<file path="src/rtl/fsrc_polyphase.sv">
// Fractional L/M rate converter: time-multiplexed polyphase FIR, one output per FETCH/MAC/ROUND/EMIT/WRAP pass.
// Output valid P+1 edges after the last needed input; out_ready low parks the block in EMIT and blocks input.
module fsrc_polyphase #(
  parameter int L      = 13,
  parameter int M      = 5,
  parameter int P      = 4,
  parameter int DIN_W  = 13,
  parameter int COEF_W = 18,
  parameter int SHIFT  = 16,
  parameter int DOUT_W = 13
) (
  input  logic                       clk,
  input  logic                       reset,
  input  logic                       clk_enable,
  input  logic signed [DIN_W-1:0]    in_data,
  input  logic                       in_valid,
  output logic                       in_ready,
  output logic signed [DOUT_W-1:0]   out_data,
  output logic                       out_sat,
  output logic                       out_valid,
  input  logic                       out_ready,
  input  logic                       coef_we,
  input  logic [$clog2(L*P)-1:0]     coef_addr,
  input  logic signed [COEF_W-1:0]   coef_data
);

  localparam int NT     = L * P;
  localparam int AW     = $clog2(NT);
  localparam int PW     = DIN_W + COEF_W;
  localparam int ACC_W  = DIN_W + COEF_W + $clog2(P) + 1;
  localparam int PH_W   = $clog2(L + M);
  localparam int K_W    = (P > 1) ? $clog2(P) : 1;
  localparam int NEED_W = $clog2(M / L + 2) + 1;
  localparam logic [K_W-1:0] K_LAST = K_W'(P - 1);
  localparam logic signed [ACC_W-1:0] OMAX = {{(ACC_W-DOUT_W+1){1'b0}}, {(DOUT_W-1){1'b1}}};
  localparam logic signed [ACC_W-1:0] OMIN = {{(ACC_W-DOUT_W+1){1'b1}}, {(DOUT_W-1){1'b0}}};

  typedef enum logic [2:0] {ST_FETCH, ST_MAC, ST_ROUND, ST_EMIT, ST_WRAP} state_t;

  state_t                     r_state, w_state_nxt;
  logic [PH_W-1:0]            r_ph;
  logic [NEED_W-1:0]          r_need;
  logic [K_W-1:0]             r_k;
  logic signed [ACC_W-1:0]    r_acc;
  logic signed [DIN_W-1:0]    r_x [P];
  logic signed [COEF_W-1:0]   r_coef [NT];
  logic signed [DOUT_W-1:0]   r_out_data;
  logic                       r_out_sat;

  logic                       w_in_hs, w_out_hs;
  logic [AW-1:0]              w_idx;
  logic signed [COEF_W-1:0]   w_c;
  logic signed [DIN_W-1:0]    w_x;
  logic signed [PW-1:0]       w_c_ext, w_x_ext, w_prod;
  logic signed [ACC_W-1:0]    w_prod_ext;
  logic signed [ACC_W-1:0]    w_q, w_r;
  logic                       w_rbit, w_sat;
  logic signed [DOUT_W-1:0]   w_dout;

  assign out_data = r_out_data;
  assign out_sat  = r_out_sat;

  always_comb begin
    w_state_nxt = r_state;
    in_ready    = 1'b0;
    out_valid   = 1'b0;
    w_in_hs     = 1'b0;
    w_out_hs    = 1'b0;
    case (r_state)
      ST_FETCH: begin
        in_ready = (r_need != '0) && !reset;
        w_in_hs  = in_ready && in_valid && clk_enable;
        if ((r_need == '0) || (w_in_hs && (r_need == NEED_W'(1))))
          w_state_nxt = ST_MAC;
      end
      ST_MAC:   if (r_k == K_LAST) w_state_nxt = ST_ROUND;
      ST_ROUND: w_state_nxt = ST_EMIT;
      ST_EMIT: begin
        out_valid = !reset;
        w_out_hs  = out_valid && out_ready && clk_enable;
        if (w_out_hs) w_state_nxt = ST_WRAP;
      end
      ST_WRAP:  if (r_ph < PH_W'(L)) w_state_nxt = ST_FETCH;
      default:  w_state_nxt = ST_FETCH;
    endcase
  end

  always_ff @(posedge clk) begin
    if (reset)           r_state <= ST_FETCH;
    else if (clk_enable) r_state <= w_state_nxt;
  end

  // Tap k of the current phase lives at ph + k*L.
  assign w_idx      = AW'(r_ph) + AW'(r_k) * AW'(L);
  assign w_c        = r_coef[w_idx];
  assign w_x        = r_x[r_k];
  assign w_c_ext    = {{DIN_W{w_c[COEF_W-1]}}, w_c};
  assign w_x_ext    = {{COEF_W{w_x[DIN_W-1]}}, w_x};
  assign w_prod     = w_c_ext * w_x_ext;
  assign w_prod_ext = {{(ACC_W-PW){w_prod[PW-1]}}, w_prod};

  // Round half away from zero: a negative exact half must not be bumped toward zero.
  generate
    if (SHIFT == 0) begin : g_rnd_none
      assign w_rbit = 1'b0;
    end else if (SHIFT == 1) begin : g_rnd_one
      assign w_rbit = r_acc[0] & ~r_acc[ACC_W-1];
    end else begin : g_rnd_full
      assign w_rbit = r_acc[SHIFT-1] & (~r_acc[ACC_W-1] | (|r_acc[SHIFT-2:0]));
    end
  endgenerate

  assign w_q    = r_acc >>> SHIFT;
  assign w_r    = w_q + ACC_W'(w_rbit);
  assign w_sat  = (w_r > OMAX) || (w_r < OMIN);
  assign w_dout = (w_r > OMAX) ? OMAX[DOUT_W-1:0] :
                  (w_r < OMIN) ? OMIN[DOUT_W-1:0] : w_r[DOUT_W-1:0];

  always_ff @(posedge clk) begin
    if (reset) begin
      r_ph       <= '0;
      r_need     <= NEED_W'(1);
      r_k        <= '0;
      r_acc      <= '0;
      r_out_data <= '0;
      r_out_sat  <= 1'b0;
      for (int i = 0; i < P; i++)  r_x[i]    <= '0;
      for (int i = 0; i < NT; i++) r_coef[i] <= '0;
    end else if (clk_enable) begin
      if (coef_we) r_coef[coef_addr] <= coef_data;
      if (w_in_hs) begin
        r_x[0] <= in_data;
        for (int i = 1; i < P; i++) r_x[i] <= r_x[i-1];
        r_need <= r_need - NEED_W'(1);
      end
      case (r_state)
        ST_MAC: begin
          r_acc <= ((r_k == '0) ? '0 : r_acc) + w_prod_ext;
          r_k   <= (r_k == K_LAST) ? '0 : r_k + K_W'(1);
        end
        ST_ROUND: begin
          r_out_data <= w_dout;
          r_out_sat  <= w_sat;
        end
        ST_EMIT: if (w_out_hs) r_ph <= r_ph + PH_W'(M);
        ST_WRAP: begin
          if (r_ph >= PH_W'(L)) begin
            r_ph   <= r_ph - PH_W'(L);
            r_need <= r_need + NEED_W'(1);
          end
        end
        default: ;
      endcase
    end
  end

endmodule

</file>
<file path="config.mk">
export PLATFORM = sky130hd
export DESIGN_NAME = fsrc_polyphase
export DESIGN_NICKNAME = d
export VERILOG_FILES = /design/src/rtl/fsrc_polyphase.sv
export SDC_FILE = /design/constraint.sdc
export NUM_CORES = 2
export LEC_CHECK = 0
export CAP_MARGIN = 20
export CELL_PAD_IN_SITES_DETAIL_PLACEMENT = 0
export CELL_PAD_IN_SITES_GLOBAL_PLACEMENT = 1
export CORE_ASPECT_RATIO = 0.6
export CORE_MARGIN = 5
export CORE_UTILIZATION = 40
export DETAILED_ROUTE_END_ITERATION = 12
export HOLD_SLACK_MARGIN = 0.15
export PLACE_DENSITY = 0.67
export SLEW_MARGIN = 30
export SYNTH_ARGS = -nofsm -noshare
export SYNTH_HDL_FRONTEND = slang
export SYNTH_SLANG_ARGS = --single-unit
</file>
<file path="constraint.sdc">
create_clock -name clk -period 30.7 [get_ports clk]
set_input_delay 4.605 -clock clk [delete_from_list [all_inputs] [get_ports clk]]
set_output_delay 4.605 -clock clk [all_outputs]
set_load 0.02 [all_outputs]
</file>
== Word level (Yosys, flattened, before mapping) ==
Memories as Yosys holds them, arrays and structs flattened. A register that Yosys moved wholly into a read port is not among the register bits.
Cells that the tools add are included.
Operators by class
  add/subtract/negate cells: 8
  multiply operators: 2
  div/mod/pow operators: 0
  magnitude comparators: 4
  eq/ne operators: 12
  shift-type cells: 0
  muxes and demuxes: 38
  bitwise logic cells: 7
  reduce and logical (&&, ||, !) cells: 20
Operator list (number)
  13-bit 2-to-1 mux: 6
  34-bit adder: 1
  34-bit 2-to-1 mux: 1
  18-bit by 13-bit multiplier with 31-bit output: 1
  18-bit by 2-bit adder with 19-bit output: 1
  19-bit by 13-bit greater-than comparator with 1-bit output, second input constant: 1
  19-bit by 13-bit less-than comparator with 1-bit output, second input constant: 1
  18-bit 2-to-1 mux: 1
  18-bit OR reduction: 1
  1-bit 2-to-1 mux: 15
  3-bit one-hot mux with 5 select lines: 1
  15-bit OR reduction: 1
  2-bit 2-to-1 mux: 6
  3-bit 2-to-1 mux: 4
  2-bit != test, second input constant: 6
  5-bit 2-to-1 mux: 2
  5-bit one-hot mux with 2 select lines: 1
  5-bit by 6-bit adder with 6-bit output: 1
  3-bit by 2-bit equality test with 1-bit output, second input constant: 2
  1-bit logical AND: 6
  2-bit by 4-bit multiplier with 6-bit output, second input constant: 1
  6-bit 2-to-1 mux: 1
  5-bit by 3-bit adder with 5-bit output, second input constant: 1
  5-bit by 4-bit greater-or-equal comparator with 1-bit output, second input constant: 1
  19 further kinds: 28
Word-level totals
  register bits after elaboration: 60
  latch bits: 0
  memory bits (writable): 988
  memory bits (read-only): 0
  input port bits: 43
  logic and storage cells: 100
  memories: 2
Memory list
  r_coef: depth 52, bits a word 18, read ports 1, clocked after Yosys merged registers in 0, wr ports 52, RTL line 46  | logic signed [COEF_W-1:0] r_coef [NT];
  r_x: depth 4, bits a word 13, read ports 4, clocked after Yosys merged registers in 1, wr ports 4, RTL line 45  | logic signed [DIN_W-1:0] r_x [P];

== Logic depth before layout (Yosys ltp) ==
  word-level depth: 10
  depth in mapped cells: 46
  depth with buffers taken out: 45

== Worst setup path before layout ==
Ideal clock, no wire load.
  path type: input to output
  start point: input reset
  end point: output out_valid
  arrival: 5.307 ns
  data required time: 26.095 ns
  path slack: 20.788 ns
  stages on the path: 3
  path through: clkbuf_1 clkbuf_1 nor2_1
Between the ends
  word-level cells in the longest chain between the ends: 2
Ends and longest elaborated chain
  from (decl): RTL line 13  | input logic reset,
  1-bit zero test: RTL line 79  | out_valid = !reset;
  1-bit 2-to-1 mux: RTL line 69  | case (r_state)
  to (decl): RTL line 20  | output logic out_valid,
No other way between the ends.

== Worst setup path after layout ==
  start point: register r_ph[0]
  end point: register r_acc[33]
Between the ends
  word-level cells in the longest chain between the ends: 4
Ends and longest elaborated chain
  from (decl): RTL line 41  | logic [PH_W-1:0] r_ph;
  from (signal assigned): RTL line 145  | ST_EMIT: if (w_out_hs) r_ph <= r_ph + PH_W'(M);
  from (signal assigned): RTL line 148  | r_ph <= r_ph - PH_W'(L);
  5-bit by 6-bit adder with 6-bit output: RTL line 94  | assign w_idx = AW'(r_ph) + AW'(r_k) * AW'(L);
  memory read 52 x 18 bit
  18-bit by 13-bit multiplier with 31-bit output: RTL line 99  | assign w_prod = w_c_ext * w_x_ext;
  34-bit adder: RTL line 138  | r_acc <= ((r_k == '0) ? '0 : r_acc) + w_prod_ext;
  to (signal assigned): RTL line 138
  to (decl): RTL line 44  | logic signed [ACC_W-1:0] r_acc;
No other way between the ends.
A chain may end at the register's enable or synchronous reset.

==> summary.md <==
| Metric | Value |
|---|---|
| Outcome | complete, no violations |
| Final WL | between 150 and 200 mm |
| Final hold vios | 0 |
| Final Non-Filler Cells | just under 7000 |
| Placed cell count | approximately 6600 |
| Pwr dens | about 100 mW/mm² |
| Peak supply drop | between 0.0002 and 0.00025 V |
| Vias in the first global route | ~37000 |
| Leak pwr | about 0.026 µW |
| Ys async rst share | 0% |
| Post-synthesis adder-cell area fraction | a little over 9% |
| DP Area | between 0.06 and 0.07 mm² |
| Post-synthesis simple-gate area fraction | about 14% |
| Final worst path period share | 43.9% |
| Final nets | around 5000 |
| Die W | roughly 530 µm |
| Crit path max-delay family | adder cells |
| Sequential area share after synthesis | a little under three fifths |
| Critical Path Source Type | register |
| Root Driver | clkbuf_16 |
| Post-Syn Nets | 4963 |
| Setup TNS | 0 ps |
| Yosys warns | 0 |
| Setup skew after layout | approximately 36 ps |
| CTS Buffer Depth | 3 |
| Final core utilization | 44.7% |
| Crit. End Element | register |
| Top_reg_cell synth | edfxtp_1 |
| R2r worst-path depth | 39 |
| Largest net degree at the start of global routing | around 110 |
| Synth Area in Compound Gates | 2.89% |
| Layout cell share with drive strength beyond 1 | roughly 17% |
| CP max stage delay | roughly 800 ps |
| Largest cells by area after synthesis | edfxtp_1, mux4_2, and2_1 |
| Std-Cell Rows | around 120 |
| Antenna viol nets, final | 0 |
| Dominant cell type by area after synthesis | edfxtp_1 |
| Slowest stage cell, crit path | buf_4 |
| Hold_buf cts | 0 |
| WP buf/inv | 7 |
| FF-to-FF End | r_acc[33] |
| Largest family of logic cells by synthesized area | simple AND/OR/NAND/NOR gates |
| Tightest Pin Transition | 1010 ps |
| Hold endpoint | r_acc[9] |
| Arrival time worst endpoint | around 14000 ps |
| Critical Path RT | approximately 31000 ps |
| Initial core utilization | roughly two fifths |
| Io pins | 59 |
| Via count | between 30000 and 40000 |
| Mux cell area share after synthesis | about an eighth |
| Core Region | around 0.16 mm² |
| Xor/xnor cell area share of the yosys netlist | 1.05% |
| Worst r2r src | r_ph[0] |
| Rel. slew slack | between 30% and 40% |
| Clock latency on the worst-skew pair | between 700 and 800 ps |
| DR iter-0 viols | 4900 |
| Post-cts repair resize count | 0 |
| Max-slew violation count | 0 |
| Final Cell Area | ~0.073 mm² |
| GRT Util Overall | 21.2% |
| Die footprint | 0.174 mm² |
| Synth cell types | 63 |
| Critical path class | reg2reg |
| Worst R2R Setup Slack | 17220 ps |
| Post-Synthesis Cells | ~4600 |
| CTS sink count | about 1300 |
| Wire per inst | approximately 27 µm |
| CP max FO | 40 |
| Mean Syn Cell Area | approximately 14 µm² |
| Congestion Overflow GR | 0 |
| Share of the synthesized area in the top cell type | between 50 and 60% |
| First-pass DRT Iterations | 6 |
| Hold Crit Depth | 2 |
| Min Clock Period, post-route | approximately 13000 ps |
| First-pass GRT wire length | between 200 and 300 mm |
| Post-DR vias/cell | about 5.5 |
| Routability cong. | 0.816 |
| Post-Syn Area | around 0.066 mm² |
| Commonest cells post-synth | edfxtp_1, and2_1, mux4_2, clkbuf_1, inv_1 |
| Cts bufs inserted | about 120 |
| CTS tree | done |
| Maxcap violations | 0 |
| HP Start | r_acc[9] |
| Syn-to-layout area delta | 10.9% |
| Fillers | around 14000 |
| Die Y | about 320 µm |
| RSZ-0062 raised after global routing | false |
| Buffers added on ports | 58 |
| H-Tree Depth | 3 |
| CTS clk-pin slew, worst paths | roughly 70 ps |
| Max Freq | between 70 and 80 MHz |
| Postcts setup bufs | 0 |
| Hold WC Path Type | reg2reg |
| Number of synthesized flops with an enable pin | roughly 1200 |
| Finish-stage setup viols | 0 |
| Count leader, synth | edfxtp_1 |
| Final HPWL DP | 120 mm |
| Initial antenna violation count | 14 |
| # DRC | 0 |
| Yosys reg bits | approximately 1300 |
==> worst register-to-register path, delay by kind of cell (launching register included) <==
kind	cells	cell delay [ps]
AOI/OAI and AO/OA	12	2610
xor gates and xnor gates	2	390
adders and majority gates	9	3930
buffers and inverters	7	3530
DFF	1	410
muxes	4	1710
and+or+nand+nor	5	750
==> layout make-up <==
cell class / count / area, µm² / share of cell area, %
Multi-Input combinational cell: 2761 / 26800 / 36.6
Timing Repair Buffer: 234 / 1860 / 2.53
Sequential cell: 1266 / 37400 / 51.0
Inverter: 226 / 851 / 1.16
Tap cell: 2164 / 2710 / 3.69
Antenna cell: 9 / 22.5 / 0.0307
Clock inverter: 66 / 614 / 0.838
Clock buffer: 145 / 3050 / 4.17
==> power by group <==
group / switching (µW) / total (µW) / leakage, µW / internal [µW]
clock network: 661 / 1460 / 0.00178 / 795
logic: 2440 / 4170 / 0.0123 / 1730
registers: 41.0 / 2010 / 0.0119 / 1970
==> metal layers <==
layer,GRT usage (%),vias up,share of wire (%)
met5,0,-,0.018
met2,27.0,1589,38
met3,5.86,181,11
met4,3.35,4,1.5
met1,35.7,19900,49
li1,-,16500,-
==> flip-flops by register name, indices dropped and copies added (netlist names), named ones only <==
| name | flops |
|---|---|
| out_sat | 1 |
| r_coef | 1152 |
| r_ph | 5 |
| r_k | 2 |
| r_x | 52 |
| r_acc | 34 |
| r_state | 3 |
| out_data | 13 |
| r_need | 2 |
==> placed cells by master, fill, tap and decap left out, types with 13 or more instances in the layout <==
cell type	count
dfxtp_1	61
a211oi_1	25
clkdlybuf4s50_1	39
nand3_1	30
xor2_1	23
clkbuf_1	27
o21ai_2	46
nor2_1	136
mux4_2	369
a21o_1	25
edfxtp_1	1204
xnor2_1	52
nor2_2	13
fa_1	220
mux2i_1	24
and2_1	1046
nand2_1	204
nand2b_1	18
o21ai_0	42
clkinv_2	16
buf_4	168
inv_1	225
a21oi_1	111
buf_2	19
nor2b_1	103
clkbuf_16	118
ha_1	124
clkinv_1	27
==> kinds of logic after synthesis <==
group                      after synthesis
buffers and inverters                  546
muxes                                  399
xor gates and xnor gates                78
and+or+nand+nor                       1616
AOI/OAI and AO/OA                      321
adders and majority gates              347
DFF                                   1266
==> through the flow <==
stage	power (µW)	setup WS, ps	hold slack (ps)
after floorplan	5170	20790	440
after global placement	6190	17140	452
after detailed placement	6170	17190	465
after CTS	7650	17160	476
after global routing	8250	16120	496
final	7640	17220	475
==> how the worst max path moves through the flow <==
stage	to	depth (start not counted)	start	slack, ps
detailed placement	r_acc[33]	41	r_k[0]	17190
global placement	r_acc[33]	41	r_ph[0]	17140
floorplan	out_valid	3	reset	20790
finish	r_acc[33]	39	r_ph[0]	17220
global route	r_acc[33]	41	r_k[0]	16120
CTS	r_acc[33]	41	r_k[0]	17160
No activity file was read; power rests on OpenSTA's default activity.
